**config.mk**
```make
export PLATFORM = sky130hd
export DESIGN_NAME = invpd_sched
export DESIGN_NICKNAME = d
export VERILOG_FILES = /design/src/rtl/invpd_sched.sv
export SDC_FILE = /design/constraint.sdc
export NUM_CORES = 1
export LEC_CHECK = 0
export ABC_AREA = 1
export CAP_MARGIN = 15
export CORE_UTILIZATION = 57
export CTS_BUF_LIST = sky130_fd_sc_hd__clkbuf_4 sky130_fd_sc_hd__clkbuf_8 sky130_fd_sc_hd__clkbuf_16
export DETAILED_ROUTE_END_ITERATION = 8
export HOLD_SLACK_MARGIN = 0.03
export PLACE_DENSITY = 0.87
export SYNTH_ARGS = -nofsm -noshare
export SYNTH_HDL_FRONTEND = slang
export SYNTH_SLANG_ARGS = --single-unit
```
**constraint.sdc**
```tcl
create_clock -name clk -period 36.3 [get_ports clk]
set_clock_uncertainty 0.1 [all_clocks]
set_input_delay 7.26 -clock clk [delete_from_list [all_inputs] [get_ports clk]]
set_output_delay 7.26 -clock clk [all_outputs]
set_load 0.01 [all_outputs]
```
**src/rtl/invpd_sched.sv**
```systemverilog
// Two-requester scheduler in front of a serial modular-inverse datapath (P^-1 mod 2^W).
// Keeps a one-entry result cache, a round-robin arbiter and a WAIT watchdog.
module invpd_sched #(
    parameter int TIMEOUT = 80,
    parameter int W       = 65
) (
    input  logic         clk,
    input  logic         rst,
    input  logic         req0,
    input  logic         req1,
    input  logic [W-1:0] p0,
    input  logic [W-1:0] p1,
    input  logic         cache_clr,
    output logic         done0,
    output logic         done1,
    output logic [W-1:0] res,
    output logic         err,
    output logic         busy,
    output logic         invpd_load,
    output logic [W-1:0] invpd_inP,
    input  logic         invpd_ready,
    input  logic [W-1:0] invpd_out,
    output logic [1:0]   dbg_state
);

    localparam int WDW = $clog2(TIMEOUT + 1);

    typedef enum logic [1:0] {S_IDLE, S_LOAD, S_WAIT, S_DONE} state_t;

    state_t         r_state;
    state_t         w_next;
    logic           r_id;
    logic [W-1:0]   r_p;
    logic [W-1:0]   r_res;
    logic           r_err;
    logic [W-1:0]   r_inp;
    logic           r_cv;
    logic [W-1:0]   r_cp;
    logic [W-1:0]   r_cres;
    logic           r_last;
    logic [WDW-1:0] r_wd;

    logic           w_any;
    logic           w_both;
    logic           w_gnt;
    logic [W-1:0]   w_p;
    logic           w_hit;
    logic           w_capture;
    logic           w_timeout;

    // r_last remembers the winner of the last contention only; lone requests leave it alone.
    always_comb begin
        w_any     = req0 | req1;
        w_both    = req0 & req1;
        w_gnt     = w_both ? ~r_last : req1;
        w_p       = w_gnt ? p1 : p0;
        w_hit     = r_cv && (r_cp == w_p);
        w_capture = (r_state == S_WAIT) && (r_wd != '0) && invpd_ready;
        w_timeout = (r_state == S_WAIT) && (r_wd == WDW'(TIMEOUT - 2));
    end

    always_comb begin
        w_next = r_state;
        case (r_state)
            S_IDLE: begin
                if (w_any) begin
                    if (!w_p[0] || w_hit) w_next = S_DONE;
                    else                  w_next = S_LOAD;
                end
            end
            S_LOAD:  w_next = S_WAIT;
            S_WAIT:  if (w_capture || w_timeout) w_next = S_DONE;
            S_DONE:  w_next = S_IDLE;
            default: w_next = S_IDLE;
        endcase
    end

    always_ff @(posedge clk or posedge rst) begin
        if (rst) begin
            r_state <= S_IDLE;
            r_id    <= 1'b0;
            r_p     <= '0;
            r_res   <= '0;
            r_err   <= 1'b0;
            r_inp   <= '0;
            r_last  <= 1'b1;
            r_wd    <= '0;
        end else begin
            r_state <= w_next;
            case (r_state)
                S_IDLE: begin
                    if (w_any) begin
                        r_id  <= w_gnt;
                        r_p   <= w_p;
                        r_err <= ~w_p[0];
                        r_res <= (w_p[0] && w_hit) ? r_cres : '0;
                        if (w_both) r_last <= w_gnt;
                        if (w_p[0] && !w_hit) r_inp <= w_p;
                    end
                end
                S_LOAD: r_wd <= '0;
                S_WAIT: begin
                    r_wd <= r_wd + WDW'(1);
                    if (w_capture) begin
                        r_res <= invpd_out;
                        r_err <= 1'b0;
                    end else if (w_timeout) begin
                        r_res <= '0;
                        r_err <= 1'b1;
                    end
                end
                default: ;
            endcase
        end
    end

    // A clear in the capture cycle beats the write, so the fresh result goes uncached.
    always_ff @(posedge clk or posedge rst) begin
        if (rst) begin
            r_cv   <= 1'b0;
            r_cp   <= '0;
            r_cres <= '0;
        end else if (cache_clr) begin
            r_cv   <= 1'b0;
        end else if (w_capture) begin
            r_cv   <= 1'b1;
            r_cp   <= r_p;
            r_cres <= invpd_out;
        end
    end

    always_comb begin
        done0      = (r_state == S_DONE) && !r_id;
        done1      = (r_state == S_DONE) &&  r_id;
        res        = (r_state == S_DONE) ? r_res : '0;
        err        = (r_state == S_DONE) && r_err;
        busy       = (r_state != S_IDLE);
        invpd_load = (r_state == S_LOAD);
        invpd_inP  = r_inp;
        dbg_state  = r_state;
    end

endmodule

```
==> results of run 1 <==
stage by stage:
| step | utilization (%) | hold slack [ns] | instances | power, mW | cell area, sq um |
|---|---|---|---|---|---|
| floorplan | - | 0.349 | 2292 | 1.15 | 17600 |
| global placement | 70.0 | 0.355 | 2886 | 1.40 | 21000 |
| detailed placement | 70.0 | 0.359 | 2886 | 1.44 | 21000 |
| CTS | 74.5 | 0.374 | 2952 | 1.86 | 22400 |
| global route | 74.6 | 0.395 | 2959 | 1.99 | 22400 |
| finish | 74.6 | 0.371 | 2962 | 1.86 | 22400 |
cell usage after synthesis (3+ instances only):
cell                       count  area (sq um)
sky130_fd_sc_hd__a21oi_1      71           355
sky130_fd_sc_hd__a31oi_1      65           407
sky130_fd_sc_hd__buf_1        16          60.1
sky130_fd_sc_hd__buf_2        40           200
sky130_fd_sc_hd__buf_4         9          67.6
sky130_fd_sc_hd__clkbuf_1     88           330
sky130_fd_sc_hd__dfrtp_1     337          8430
sky130_fd_sc_hd__ha_1          7          87.6
sky130_fd_sc_hd__inv_1       361          1360
sky130_fd_sc_hd__mux2_2       65           732
sky130_fd_sc_hd__nand2_1     611          2290
sky130_fd_sc_hd__nand3_1     141           706
sky130_fd_sc_hd__nand3b_1     16           120
sky130_fd_sc_hd__nand4_1     133           832
sky130_fd_sc_hd__nor2_1      115           432
sky130_fd_sc_hd__nor3_1        3          15.0
sky130_fd_sc_hd__o21ai_0     138           691
sky130_fd_sc_hd__or2_0         9          56.3
sky130_fd_sc_hd__or2_2        57           357
cells by family (layout without fill, tap and decap cells):
logic type	count (synthesis)	after routing	synth area share, %
adders and majority gates	7	7	0.497
AOI/OAI and AO/OA	278	278	8.39
xor gates and xnor gates	1	1	0.0497
muxes	65	65	4.16
buffers and inverters	514	785	11.4
other	0	9	0
and+or+nand+nor	1089	1089	27.5
DFF	338	338	48.0
registers in the layout, indices dropped and copies added (netlist names):
| signal | count |
|---|---|
| r_p | 65 |
| r_err | 1 |
| r_id | 1 |
| r_cres | 65 |
| r_res | 65 |
| r_wd | 7 |
| invpd_inP | 65 |
| r_cp | 65 |
| r_last | 1 |
| r_cv | 1 |
| dbg_state | 2 |
power by group:
part	switching [mW]	internal (mW)	leakage, nW	total, mW
Sequential	0.0947	0.552	4.23	0.647
Clock	0.153	0.256	0.665	0.408
Combinational	0.465	0.342	6.52	0.808
critical path, delay by kind of cell:
| family | cells | cell delay, ns |
|---|---|---|
| and+or+nand+nor | 15 | 2.93 |
| buffers and inverters | 5 | 2.68 |
worst min path at each step:
stage / to / slack [ns] / cells after the start
floorplan: r_err / 0.35 / 2
global placement: invpd_inP[29] / 0.36 / 2
detailed placement: invpd_inP[44] / 0.36 / 2
CTS: invpd_inP[44] / 0.37 / 2
global route: invpd_inP[28] / 0.40 / 2
finish: invpd_inP[44] / 0.37 / 2
metal layers:
metal,track usage [%],up-vias,wire [um]
met1,42.3,8086,20700
met5,0,-,0
li1,-,7786,-
met4,18.3,0,2540
met2,52.8,885,24600
met3,5.16,180,4090
layout make-up:
cell class,instances,area (sq um)
Antenna cell,9,22.5
Tap cell,390,488
Timing Repair Buffer,358,3550
Sequential cell,338,8460
Clock inverter,11,189
Clock buffer,55,1150
Multi-Input combinational cell,1440,7200
Fill cell,2099,7610
Inverter,361,1360
==> out/results.md, run 1 <==
### Timing
* max_slew headroom: 26.5%
* final number of setup-violating endpoints: 0
* number of hold-slack violations in the final timing report: 0
* Setup Total Neg Slack: 0 ns
* RSZ-0062 raised after global routing: no
* fmax: 0.0795 GHz
* setup ws final: 23.72 ns
* final critical-path share of the clock period: 34.7%
* final worst path period need: 12.58 ns
* Max Slew Vio Count: 0
* Slew @ Worst Pin: 1.10 ns

### Critical path
* Crit Path Max Fanout: 75
* Worst R2R Setup Slack: 30.57 ns
* R2R cell count: 19
* startpoint type of the worst setup path: input port
* Setup crit end: invpd_inP[6]
* end of the worst register-to-register path: invpd_inP[6]
* WS Path Type: in -> reg
* Worst path most repeated cell: sky130_fd_sc_hd__nand2_1
* endpoint class of the critical path: register
* critical path cell sequence: clkdlybuf4s50_1, nand2_2, buf_4, nand2_2, nand2_1, nand2_4, nand2_1, nand2_1, nor2_1, nand2_1, nor2_1, nand3_1, nor2_4, buf_4, nand2_2, buf_4, nand3_2, buf_4, nand2_1, nand2_1
* stage delay of the slowest cell on the critical path: 0.72 ns
* Worst Setup SP: req0
* Required @ worst endpoint: 36.65 ns
* origin of the critical flop-to-flop path: r_last
* Crit-path slowest cell: sky130_fd_sc_hd__nand2_2
* data arrival time of the critical path: 12.93 ns

### Yosys
* number of warnings printed during yosys synthesis: 0
* Post-Syn Nets: 2500
* post-synth design cell area: 17600 sq um
* fraction of registers with async set or reset after synthesis: 100%
* number of synthesized register bits: 338
* average cell area after synthesis: 7.69 sq um
* Synth cell types: 27
* sequential cell area fraction in the yosys report: 48.0%
* commonest register cell after synthesis: sky130_fd_sc_hd__dfrtp_1
* EDFF count, synth: 0
* count of mapped cells out of synthesis: 2292

### Routing
* starting DRC count in detailed routing: 1781
* count of vias placed by the detailed router: 16937
* post-route ant nets: 0
* Routed WL per cell: 17.5 um
* First-pass DRT Iterations: 5
* final routed DRC violation total: 0
* Total Routed Length: 51900 um
* post-detailed-route via-to-cell ratio: 5.72

### CTS
* clock insertion delay at the later pin of the skew report: 0.52 ns
* total number of clock tree sinks: 338
* CTS tree: built
* number of buffers added by the clock tree synthesis step: 37
* Clock Pin Slew Worst Setup and Hold Paths: 0.06 ns
* Resized Gates After CTS: 0
* quantity of hold-fixing buffers added after cts: 0
* root buf cell: sky130_fd_sc_hd__clkbuf_16
* Max Buffers Root-to-Sink: 3
* post-CTS setup buffer count: 0
* maximum level of the CTS H-tree: 2

### Layout
* fin nets: 2744
* Syn-to-layout area delta: 27.3%
* leading cell types in the layout, fill and taps excluded: sky130_fd_sc_hd__nand2_1, sky130_fd_sc_hd__inv_1, sky130_fd_sc_hd__dfrtp_1
* share of cells above drive strength 1: 8.74%
* most common cell after layout, fill and taps aside: sky130_fd_sc_hd__nand2_1

### GRT
* number of antenna violations at the first check in global routing: 8
* wire length of the first global-routing pass: 82300 um
* aggregate global-route resource usage: 32.8%
* via count of the first global-routing pass: 16667
* largest net degree at the start of global routing: 139
* total congestion overflow: 0

### Placement
* detailed-placement wirelength estimate: 32300 um
* worst slack at placement: 23.28 ns
* Port Buffer Count: 337
* last weighted congestion value of the routability-driven placer: 0.894

### Die
* effective utilization at floorplan: 58.7%
* die outline area: 31600 sq um
* vertical die dimension: 178 um
* Die Wd: 178 um
* number of top-level pins: 338
* count of standard-cell rows: 63
* area inside the core boundary: 30000 sq um

### Run
* Max Cap Viol: 0

### Power and ir drop
* Max VDD drop: 0.0000732 V
* leak pwr: 11.4 nW
* total power per unit cell area: 83.1 nW/um^2

### Min path
* worst hold start: invpd_inP[44]
* Tightest Hold Check Type: reg -> reg

### Status
* result of the run: completed

No activity file was read; power rests on OpenSTA's default activity.
==> run 2, diff against run 1 <==
- CORE_UTILIZATION: 57 -> 48
- PLACE_DENSITY: 0.87 -> 0.78
- clock period: 36.3 -> 10.4 ns (I/O delays scaled with it)
==> out/results.md, run 2 (synthesis results as in run 1) <==
### Power and ir drop
* leak pwr: 11.3 nW, -0.68%
* total power per unit cell area: 283 nW/um^2, +240%
* Max VDD drop: 0.000166 V, +130%

### Timing
* number of hold-slack violations in the final timing report: 0, unchanged
* final worst path period need: 6.37 ns
* Slew @ Worst Pin: 1.12 ns, +0.0159 ns
* final critical-path share of the clock period: 61.2%
* fmax: 0.157 GHz
* RSZ-0062 raised after global routing: no
* final number of setup-violating endpoints: 0, unchanged
* Setup Total Neg Slack: 0 ns, unchanged
* max_slew headroom: 25.5%, -1.1 points
* Max Slew Vio Count: 0, unchanged

### Critical path
* Worst Setup SP: req0
* Setup crit end: invpd_inP[20]
* R2R cell count: 18, -1
* Crit Path Max Fanout: 78, +4.0%
* data arrival time of the critical path: 6.70 ns, -6.23 ns
* end of the worst register-to-register path: invpd_inP[20]
* Required @ worst endpoint: 10.74 ns, -25.91 ns
* origin of the critical flop-to-flop path: r_last
* WS Path Type: in -> reg
* startpoint type of the worst setup path: input port
* Worst R2R Setup Slack: 5.61 ns, -24.96 ns
* endpoint class of the critical path: register

### GRT
* via count of the first global-routing pass: 16210, -2.7%
* number of antenna violations at the first check in global routing: 10, +2
* largest net degree at the start of global routing: 121, -13%
* aggregate global-route resource usage: 27.5%, -5.3 points
* wire length of the first global-routing pass: 84200 um, +2.2%
* total congestion overflow: 0, unchanged

### Die
* number of top-level pins: 338, unchanged
* effective utilization at floorplan: 49.2%, -9.5 points
* count of standard-cell rows: 69, +9.5%
* Die Wd: 194 um, +8.9%
* vertical die dimension: 194 um, +8.9%
* area inside the core boundary: 35800 sq um, +19%
* die outline area: 37500 sq um, +19%

### CTS
* number of buffers added by the clock tree synthesis step: 37, unchanged
* maximum level of the CTS H-tree: 2, unchanged
* clock insertion delay at the later pin of the skew report: 0.51 ns, about the same
* quantity of hold-fixing buffers added after cts: 0, unchanged
* root buf cell: sky130_fd_sc_hd__clkbuf_16
* CTS tree: built
* Max Buffers Root-to-Sink: 3, unchanged
* total number of clock tree sinks: 338, unchanged
* post-CTS setup buffer count: 0, unchanged
* Resized Gates After CTS: 0, unchanged
* Clock Pin Slew Worst Setup and Hold Paths: 0.06 ns, about the same

### Routing
* post-route ant nets: 0, unchanged
* final routed DRC violation total: 0, unchanged
* First-pass DRT Iterations: 7, +2
* Total Routed Length: 51800 um, -0.26%
* starting DRC count in detailed routing: 1331, -25%
* post-detailed-route via-to-cell ratio: 5.40, -5.6%
* count of vias placed by the detailed router: 16353, -3.4%
* Routed WL per cell: 17.1 um, -2.4%

### Layout
* fin nets: 2746, +0.073%
* most common cell after layout, fill and taps aside: sky130_fd_sc_hd__nand2_1
* share of cells above drive strength 1: 8.53%, -0.21 points
* Syn-to-layout area delta: 26.9%
* leading cell types in the layout, fill and taps excluded: sky130_fd_sc_hd__nand2_1, sky130_fd_sc_hd__inv_1, sky130_fd_sc_hd__dfrtp_1
* post-layout util: 62.4%, -12 points

### Placement
* Port Buffer Count: 337, unchanged
* detailed-placement wirelength estimate: 33000 um, +2.1%
* last weighted congestion value of the routability-driven placer: 0.887, -0.76%

### Min path
* hold-critical path depth: 2, unchanged
* Tightest Hold Check Type: reg -> reg

### Status
* result of the run: completed

### Run
* Max Cap Viol: 0, unchanged

[run 2: worst max-delay path, cell delays in order]
cell	delay, ns
sky130_fd_sc_hd__clkdlybuf4s50_1	0.52
sky130_fd_sc_hd__nand2_2	0.05
sky130_fd_sc_hd__buf_4	0.33
sky130_fd_sc_hd__nand2_2	0.15
sky130_fd_sc_hd__buf_4	0.69
sky130_fd_sc_hd__nand2_1	0.21
sky130_fd_sc_hd__o21ai_1	0.20
sky130_fd_sc_hd__nand2_1	0.08
sky130_fd_sc_hd__nand2_1	0.07
sky130_fd_sc_hd__nand2_1	0.05
sky130_fd_sc_hd__nor2_1	0.14
sky130_fd_sc_hd__nand3_1	0.22
sky130_fd_sc_hd__nor2_4	0.15
sky130_fd_sc_hd__buf_4	0.62
sky130_fd_sc_hd__nand2_2	0.12
sky130_fd_sc_hd__nand3_2	0.09
sky130_fd_sc_hd__buf_4	0.62
sky130_fd_sc_hd__nand2_1	0.16
sky130_fd_sc_hd__nand2_1	0.09
[run 2: cell type report]
cell class,count,area [sq um]
inverter,361,1360
multi-input combinational,1440,7200
fill,3063,13500
sequential,338,8460
tap,461,577
antenna,10,25.0
clock buffer,52,1090
timing repair buffer,360,3550
clock inverter,6,82.6
[run 2: metal layers]
layer	track usage, %	wire (um)	vias to the layer above
met3	4.32	3180	141
met2	45.1	24600	628
met4	14.3	2470	0
met1	35.1	21500	7802
li1	-	-	7782
met5	0	0	-
[run 2: metrics by stage]
stage / cell area [sq um] / hold WS, ns / power [mW] / setup slack, ns / cells
2_1_floorplan: 17600 / 0.349 / 4.03 / 3.70 / 2292
3_3_place_gp: 21100 / 0.354 / 4.90 / 3.69 / 2959
3_5_place_dp: 21100 / 0.350 / 5.02 / 3.61 / 2959
4_1_cts: 22300 / 0.372 / 6.34 / 4.07 / 3017
5_1_grt: 22400 / 0.385 / 6.81 / 3.72 / 3028
6_report: 22400 / 0.370 / 6.33 / 4.03 / 3028
[run 2: how the worst min path moves through the flow]
stage             startpoint            end  slack, ns
2_1_floorplan          r_err          r_err       0.35
3_3_place_gp   invpd_inP[61]  invpd_inP[61]       0.35
3_5_place_dp    invpd_inP[0]   invpd_inP[0]       0.35
4_1_cts        invpd_inP[61]  invpd_inP[61]       0.37
5_1_grt        invpd_inP[41]  invpd_inP[41]       0.39
6_report       invpd_inP[61]  invpd_inP[61]       0.37
[run 2: power by group]
group | switching [mW] | internal (mW) | total, mW
registers | 0.320 | 1.93 | 2.25
clock network | 0.512 | 0.776 | 1.29
logic | 1.60 | 1.20 | 2.80
total | 2.43 | 3.90 | 6.33
